`config.mk`:
```
export PLATFORM = sky130hd
export DESIGN_NAME = branch_resolver
export DESIGN_NICKNAME = d
export VERILOG_FILES = /design/src/rtl/branch_resolver.sv
export SDC_FILE = /design/constraint.sdc
export NUM_CORES = 1
export LEC_CHECK = 0
export BUFFER_PORTS_ARGS = -buffer_cell sky130_fd_sc_hd__buf_2
export CORE_UTILIZATION = 60
export CTS_CLUSTER_DIAMETER = 30
export DETAILED_ROUTE_END_ITERATION = 10
export PLACE_DENSITY = 0.91
export SLEW_MARGIN = 40
export SYNTH_ARGS = -nofsm -noshare
export SYNTH_HDL_FRONTEND = slang
export SYNTH_SLANG_ARGS = --single-unit
```
`constraint.sdc`:
```
create_clock -name clk_in -period 7.5 [get_ports clk_in]
set_input_delay 0.75 -clock clk_in [delete_from_list [all_inputs] [get_ports clk_in]]
set_output_delay 0.75 -clock clk_in [all_outputs]
set_load 0.05 [all_outputs]
```
`src/rtl/branch_resolver.sv`:
```
// In-order branch resolution queue: matches fetch-time predictions against commit outcomes,
// drives the 2-bit predictor update port and raises a one-cycle flush with redirect PC on mispredict.
module branch_resolver #(
    parameter int DEPTH       = 8,
    parameter int PTR_WIDTH   = 3,
    parameter int LOCAL_WIDTH = 10
) (
    input  logic                   clk_in,
    input  logic                   rst_in,
    input  logic                   rdy_in,
    input  logic                   pred_valid_in,
    input  logic                   pred_taken_in,
    input  logic [31:0]            pred_pc_in,
    input  logic [31:0]            pred_target_in,
    output logic                   pred_ready_out,
    input  logic                   res_valid_in,
    input  logic                   res_taken_in,
    input  logic [31:0]            res_target_in,
    output logic                   transition_signal,
    output logic                   branch,
    output logic [LOCAL_WIDTH-1:0] instr_addr,
    output logic                   flush_out,
    output logic [31:0]            redirect_pc_out,
    output logic [PTR_WIDTH:0]     count_out,
    output logic [15:0]            mispredict_cnt_out,
    output logic                   underflow_out
);

    localparam logic [PTR_WIDTH:0]   FULL    = (PTR_WIDTH+1)'(DEPTH);
    localparam logic [PTR_WIDTH-1:0] PTR_ONE = PTR_WIDTH'(1);
    localparam logic [PTR_WIDTH:0]   CNT_ONE = (PTR_WIDTH+1)'(1);

    logic                 ent_taken  [DEPTH];
    logic [31:0]          ent_pc     [DEPTH];
    logic [31:0]          ent_target [DEPTH];

    logic [PTR_WIDTH-1:0] head;
    logic [PTR_WIDTH-1:0] tail;
    logic [PTR_WIDTH:0]   count;

    logic                 not_empty;
    logic                 pop;
    logic                 push;
    logic                 mispredict;
    logic                 head_taken;
    logic [31:0]          head_pc;
    logic [31:0]          head_target;

    function automatic logic [15:0] sat_inc(input logic [15:0] v);
        return (v == 16'hFFFF) ? v : v + 16'd1;
    endfunction

    function automatic logic [31:0] correct_pc(input logic taken, input logic [31:0] target,
                                               input logic [31:0] pc);
        return taken ? target : pc + 32'd4;
    endfunction

    assign not_empty   = (count != '0);
    assign head_taken  = ent_taken[head];
    assign head_pc     = ent_pc[head];
    assign head_target = ent_target[head];

    assign pop        = rdy_in & res_valid_in & not_empty;
    assign mispredict = pop & ((head_taken != res_taken_in) |
                               (res_taken_in & (head_target != res_target_in)));

    // A pop frees a slot in the same cycle, so a full queue still accepts a push.
    assign pred_ready_out = (count < FULL) | (res_valid_in & not_empty & rdy_in);
    // Pushes alongside a mispredicting pop belong to the wrong path and are dropped.
    assign push           = rdy_in & pred_valid_in & pred_ready_out & ~mispredict;
    assign count_out      = count;

    always_ff @(posedge clk_in) begin
        if (push) begin
            ent_taken[tail]  <= pred_taken_in;
            ent_pc[tail]     <= pred_pc_in;
            ent_target[tail] <= pred_target_in;
        end
    end

    always_ff @(posedge clk_in or negedge rst_in) begin
        if (!rst_in) begin
            head               <= '0;
            tail               <= '0;
            count              <= '0;
            transition_signal  <= 1'b0;
            branch             <= 1'b0;
            instr_addr         <= '0;
            flush_out          <= 1'b0;
            redirect_pc_out    <= '0;
            mispredict_cnt_out <= '0;
            underflow_out      <= 1'b0;
        end else begin
            transition_signal <= 1'b0;
            flush_out         <= 1'b0;
            if (pop) begin
                transition_signal <= 1'b1;
                branch            <= res_taken_in;
                instr_addr        <= head_pc[LOCAL_WIDTH+1:2];
            end
            if (mispredict) begin
                flush_out          <= 1'b1;
                redirect_pc_out    <= correct_pc(res_taken_in, res_target_in, head_pc);
                mispredict_cnt_out <= sat_inc(mispredict_cnt_out);
                head               <= '0;
                tail               <= '0;
                count              <= '0;
            end else begin
                if (pop)
                    head <= head + PTR_ONE;
                if (push)
                    tail <= tail + PTR_ONE;
                if (push && !pop)
                    count <= count + CNT_ONE;
                else if (pop && !push)
                    count <= count - CNT_ONE;
            end
            if (rdy_in && res_valid_in && !not_empty)
                underflow_out <= 1'b1;
        end
    end

endmodule

```
==> results.py, run 1 <==
metrics = {
    "status": {
        "status": "complete, no violations",
    },
    "global_routing": {
        "antenna_found_initial": 5,
        "grtUsageTotal_pct": 32.7,
        "grt_max_degree": 73,
        "grt_pass1_wl_mm": 96.3,
        "grt_pass1_vias": 15000,
        "grt-ovfl-total": 0,
    },
    "drt": {
        "via_per_inst": 6.71,
        "routedWlPerCell_um": 30.9,
        "drtIter0Drc": 2181,
        "wirelength_mm": 66.6,
        "vias": 14500,
        "firstDrtPassIters": 6,
        "drc_errors": 0,
        "ant_nets": 0,
    },
    "critical_path": {
        "crit-reg2reg-launch": "head[0]",
        "regToRegSetupSlack_ns": 2.24,
        "startpoint_type": "flip-flop",
        "crit_required_ns": 7.72,
        "rr_endpoint": "ent_pc[0][25]",
        "critPathKind": "reg -> reg",
        "critPathArrivalTime_ns": 5.48,
        "path_max_fanout": 47,
        "r2r_cells": 12,
        "crit_start": "head[0]",
        "end_kind": "flip-flop",
    },
    "logic_synthesis": {
        "synth_edf_count": 520,
        "synth_most_common_cell": "edfxtp_1",
        "synth.net_count": 1403,
        "synth_common_cells": "520 x edfxtp_1, 102 x mux4_2, 94 x nand2_1",
        "synth_cells": 1293,
        "ys_seq_area_share_pct": 72.1,
        "synth_top_area_cell": "edfxtp_1",
        "yosysUniqueCellTypes": 66,
        "synth-seq-cells": 592,
        "synth_ff_type": "edfxtp_1",
        "synth_top_area_share_pct": 64.6,
        "ys_warn_count": 0,
        "synth-async-reset-ratio_pct": 12.2,
        "syn_area_mm2": 0.0242,
        "ys_top_cells_by_area": "edfxtp_1 65%, mux4_2 9.5%, dfrtp_1 7.5%",
        "synth_area_per_cell_um2": 18.7,
    },
    "clock_network": {
        "cts-root-buf": "clkbuf_16",
        "cts_tree": "yes",
        "cts_buffers": 103,
        "cts_setup_buffers": 0,
        "post_cts_resized": 0,
        "insertion_delay_ns": 0.63,
        "cts.path.max_buffers": 3,
        "hold_buffers": 0,
        "clkSinkCount": 592,
        "htreeDepth": 3,
        "clk_pin_slew_ns": 0.05,
    },
    "place": {
        "port_buffers": 169,
        "dpl-instance-area_mm2": 0.0255,
        "hpwl_mm": 36.2,
        "routabilityCongestion": 0.871,
    },
    "run": {
        "max-cap-violations": 0,
    },
    "floorplanning": {
        "design.core.area_mm2": 0.0397,
        "dieArea_mm2": 0.0411,
        "io_pins": 170,
        "num_rows": 73,
        "die_h_um": 203,
        "start_util_pct": 60.8,
        "die_w_um": 203,
    },
    "finish": {
        "syn_to_final_growth_pct": 20.6,
        "fin_util_pct": 73.3,
        "final_nets": 1644,
        "postLayoutCellArea_mm2": 0.0291,
        "final_layout_size_suffix_gt1_share_pct": 32.8,
    },
    "sta": {
        "fin_worst_skew_ns": 0.0298,
        "fin_crit_ns": 5.26,
        "slew_violations": 0,
        "hold_viol": 0,
        "min_period_over_period_pct": 70.1,
        "finalSetupViolCount": 0,
        "worst_pin_slew_ns": 0.887,
        "timing.fmax_mhz": 190,
        "tns_ns": 0,
        "max-slew-margin-rel_pct": 39.2,
        "rsz0062_at_grt": "no",
    },
    "power_and_ir_drop": {
        "ir_drop_v": 0.000233,
        "p_per_area_mw_per_mm2": 402,
        "leakagePower_nw": 10.3,
    },
    "worst_hold_path": {
        "hold_class": "in -> async",
    },
}
[critical path, stage by stage (launching register included)]
cell and delay, ns:
dfrtp_4 0.53, buf_12 0.28, buf_12 0.25, mux4_2 0.55, mux2i_1 0.23, xor2_1 0.19, nand4_1 0.16, nor4_1 0.58
nand4_1 0.42, nand3_2 0.23, inv_2 0.29, nor4b_4 0.39, buf_4 0.70
[power by group]
part	leakage (nW)	total [mW]	switching (mW)	internal (mW)
clock network	1.73	4.80	1.73	3.06
registers	5.60	4.09	0.208	3.88
logic	2.97	2.84	1.84	0.999
[layout by cell type (no fill, tap or decap), drive strengths merged, types with 12 or more instances in the layout]
cell / n
a22oi: 12
o21ai: 47
nand2: 95
mux2: 17
clkinv: 34
clkbuf: 116
dfrtp: 72
mux2i: 82
nand4: 15
edfxtp: 520
xnor2: 32
xor2: 34
clkinvlp: 14
a21oi: 28
nor2: 47
inv: 28
buf: 198
nand3: 18
mux4: 112
[metal layers]
layer | GRT usage [%] | vias to the layer above | routed length [um]
met4 | 15.7 | 2 | 3490
met1 | 40.5 | 7165 | 22300
met3 | 8.83 | 312 | 8170
met5 | 0 | - | 10
met2 | 53.6 | 1310 | 32600
li1 | - | 5685 | -
[logic make-up (layout without fill, tap and decap cells)]
logic type / Yosys count / after routing / share of synthesized area, %
AO/OA/AOI/OAI: 114 / 114 / 2.84
XOR/XNOR: 66 / 66 / 2.39
adder cells (fa/ha/maj): 7 / 7 / 0.394
buffers and inverters: 70 / 401 / 2.45
flip-flops: 592 / 592 / 72.1
multiplexers: 211 / 211 / 14.9
other: 0 / 8 / 0
AND/OR/NAND/NOR: 233 / 233 / 4.98
[cell type report]
| cell class | count | area [um2] |
|---|---|---|
| Fill cell | 2040 | 10600 |
| Antenna cell | 8 | 20.0 |
| Timing Repair Buffer | 198 | 1190 |
| Inverter | 8 | 30.0 |
| Clock inverter | 79 | 832 |
| Clock buffer | 116 | 2760 |
| Tap cell | 525 | 657 |
| Sequential cell | 592 | 17400 |
| Multi-Input combinational cell | 631 | 6220 |
[per-stage QoR]
stage / power (mW) / worst slack [ns] / hold WS [ns] / instances
after floorplan: 6.16 / 0.924 / 0.454 / 1293
after global placement: 6.65 / 2.09 / 0.453 / 1946
after detailed placement: 6.81 / 2.34 / 0.467 / 1953
after CTS: 11.7 / 2.25 / 0.209 / 2148
after global routing: 12.0 / 2.10 / 0.234 / 2151
final: 11.7 / 2.24 / 0.187 / 2157
[sequential cells by signal, indices dropped and copies added (netlist names), 3 cells and up]
| register | count |
|---|---|
| count_out | 4 |
| ent_pc | 256 |
| redirect_pc_out | 32 |
| ent_taken | 8 |
| ent_target | 256 |
| tail | 3 |
| head | 3 |
| mispredict_cnt_out | 16 |
| instr_addr | 10 |
[how the worst max path moves through the flow]
stage                              to  slack [ns]
floorplan                ent_pc[3][0]        0.92
global placement    ent_target[1][19]        2.09
detailed placement      ent_pc[4][13]        2.34
CTS                     ent_pc[4][21]        2.25
global route        ent_target[2][20]        2.10
finish                  ent_pc[0][25]        2.24
(Power assumes the default switching activity.)
==> run 2: changes to the inputs <==
==> constraint.sdc (replaced) <==
create_clock -name clk_in -period 5.3 [get_ports clk_in]
set_input_delay 0.53 -clock clk_in [delete_from_list [all_inputs] [get_ports clk_in]]
set_output_delay 0.53 -clock clk_in [all_outputs]
set_load 0.05 [all_outputs]
==> run 2 against run 1 <==
  * Clock skew grew 0.0029 ns
  * Cell count hardly changed
  * Count of clock-buffer cells in the layout decreased by 1
  * Total power increased by 41%
  * Sequential power is 43% higher
  * Combinational power grew 44%
  * Highest routed layer unchanged
  * Register-to-register slack got worse by 1.9 ns
==> results.py, run 2 (synthesized netlist as in run 1, its figures left out) <==
metrics = {
    "clock_network": {
        "insertion_delay_ns": 0.64,
        "clk_pin_slew_ns": 0.06,
        "cts_setup_buffers": 0,
        "post_cts_resized": 0,
        "htreeDepth": 3,
        "cts_buffers": 98,
        "hold_buffers": 1,
        "clkSinkCount": 592,
        "cts.path.max_buffers": 3,
        "cts_tree": "yes",
        "cts-root-buf": "clkbuf_16",
    },
    "global_routing": {
        "grt_pass1_vias": 15000,
        "grt_max_degree": 73,
        "antenna_found_initial": 7,
        "grtUsageTotal_pct": 33.5,
        "grt_pass1_wl_mm": 98.5,
        "grt-ovfl-total": 0,
    },
    "run": {
        "max-cap-violations": 0,
    },
    "drt": {
        "ant_nets": 0,
        "drc_errors": 0,
        "drtIter0Drc": 2198,
        "vias": 14500,
        "via_per_inst": 6.72,
        "wirelength_mm": 67.5,
        "routedWlPerCell_um": 31.3,
        "firstDrtPassIters": 7,
    },
    "critical_path": {
        "crit_required_ns": 5.55,
        "max_stage_delay_ns": 0.82,
        "critPathKind": "reg -> reg",
        "cp_slowest_cell": "dfrtp_4",
        "cp_cell_sequence": "buf_4 > mux2i_1 > a22oi_1 > and3b_1 > nor4b_1 > and4_1 > nand4_1 > nand3_2 > inv_2 > nor4b_4 > buf_4",
        "end_kind": "flip-flop",
        "worst_path_dominant_cell_family": "simple AND/OR/NAND/NOR gates",
        "crit_buf_inv": 3,
        "path_max_fanout": 36,
        "cpMostUsedCell": "buf_4",
        "startpoint_type": "flip-flop",
        "critPathArrivalTime_ns": 5.23,
    },
    "sta": {
        "worst_slack_ns": 0.319,
        "fin_worst_skew_ns": 0.0327,
        "whs_ns": 0.169,
        "max-slew-margin-rel_pct": 43.4,
        "tns_ns": 0,
        "rsz0062_at_grt": "no",
        "fin_crit_ns": 4.98,
        "timing.fmax_mhz": 201,
        "slew_violations": 0,
        "worst_pin_slew_ns": 0.825,
        "hold_viol": 0,
        "min_period_over_period_pct": 94.0,
        "finalSetupViolCount": 0,
    },
    "floorplanning": {
        "design.core.area_mm2": 0.0397,
        "dieArea_mm2": 0.0411,
        "die_h_um": 203,
        "num_rows": 73,
        "start_util_pct": 60.8,
        "die_w_um": 203,
        "io_pins": 170,
    },
    "worst_hold_path": {
        "hold_class": "in -> reg",
    },
    "finish": {
        "syn_to_final_growth_pct": 20.6,
        "reg.largest.list": "ent_pc (256), ent_target (256), redirect_pc_out (32)",
        "final_layout_size_suffix_gt1_share_pct": 32.8,
        "final_cell_mix": "520 x edfxtp_1, 168 x buf_2, 102 x mux4_2",
        "n_fill_cell": 2061,
        "final_cells": 2155,
        "final_nets": 1648,
        "postLayoutCellArea_mm2": 0.0291,
        "final_common_cell": "edfxtp_1",
    },
    "place": {
        "routabilityCongestion": 0.897,
        "port_buffers": 169,
        "preCtsSetupSlack_ns": 0.615,
        "hpwl_mm": 36.7,
        "dpl-instance-area_mm2": 0.0256,
        "dp_cells": 1961,
    },
    "power_and_ir_drop": {
        "p_per_area_mw_per_mm2": 569,
        "leakagePower_nw": 10.3,
        "ir_drop_v": 0.000449,
    },
    "status": {
        "status": "complete, no violations",
    },
}
[run 2: changes by cell type in the layout (fill, tap and decap cells not counted), sizes merged]
cell / before / now
diode: 8 / 6
clkinvlp: 14 / 8
bufinv: 11 / 12
dlygate4sd3: 0 / 1
inv: 28 / 34
buf: 198 / 205
clkinv: 34 / 25
[run 2: cell type report]
class	count	area, um2	share of cell area (%)
clock buffer	115	2630	9.03
clock inverter	71	872	2.99
inverter	8	30.0	0.103
tap	525	657	2.25
timing repair buffer	207	1280	4.38
sequential	592	17400	59.8
multi-input combinational	631	6230	21.4
antenna	6	15.0	0.0515
[run 2: where the power goes]
part | total [mW] | internal (mW) | switching, mW
registers | 5.84 | 5.49 | 0.350
clock network | 6.66 | 4.23 | 2.44
logic | 4.08 | 1.44 | 2.64
total | 16.6 | 11.2 | 5.43
[run 2: worst register-to-register path: stages (launching register included)]
cell and delay (ns):
dfrtp_4 0.82, buf_4 0.43, mux2i_1 0.30, a22oi_1 0.11
and3b_1 0.19, nor4b_1 0.62, and4_1 0.34, nand4_1 0.25
nand3_2 0.22, inv_2 0.28, nor4b_4 0.44, buf_4 0.55
[run 2: through the flow]
step	utilization, %	total power [mW]
floorplan	-	8.72
finish	73.3	16.6
global route	73.3	17.0
detailed placement	64.4	9.71
CTS	73.3	16.5
global placement	64.4	9.56
[run 2: per-layer routing]
| metal | wire length [um] | track usage [%] | vias to the layer above |
|---|---|---|---|
| met5 | 123 | 1.90 | - |
| met2 | 32400 | 52.4 | 1249 |
| met4 | 3970 | 18.8 | 4 |
| li1 | - | - | 5698 |
| met1 | 22600 | 41.9 | 7248 |
| met3 | 8410 | 9.92 | 292 |
[run 2: final timing paths]
kind	end	slack, ns	start	depth (start not counted)
worst max-delay path	ent_pc[0][22]	0.32	head[1]	11
worst min-delay path	underflow_out	0.17	res_valid_in	2
worst max register to register	ent_pc[0][22]	0.32	head[1]	11
worst min register to register	underflow_out	0.47	underflow_out	1
max in group asynchronous	head[0]	4.20	rst_in	2
min in group asynchronous	count_out[3]	0.52	rst_in	2
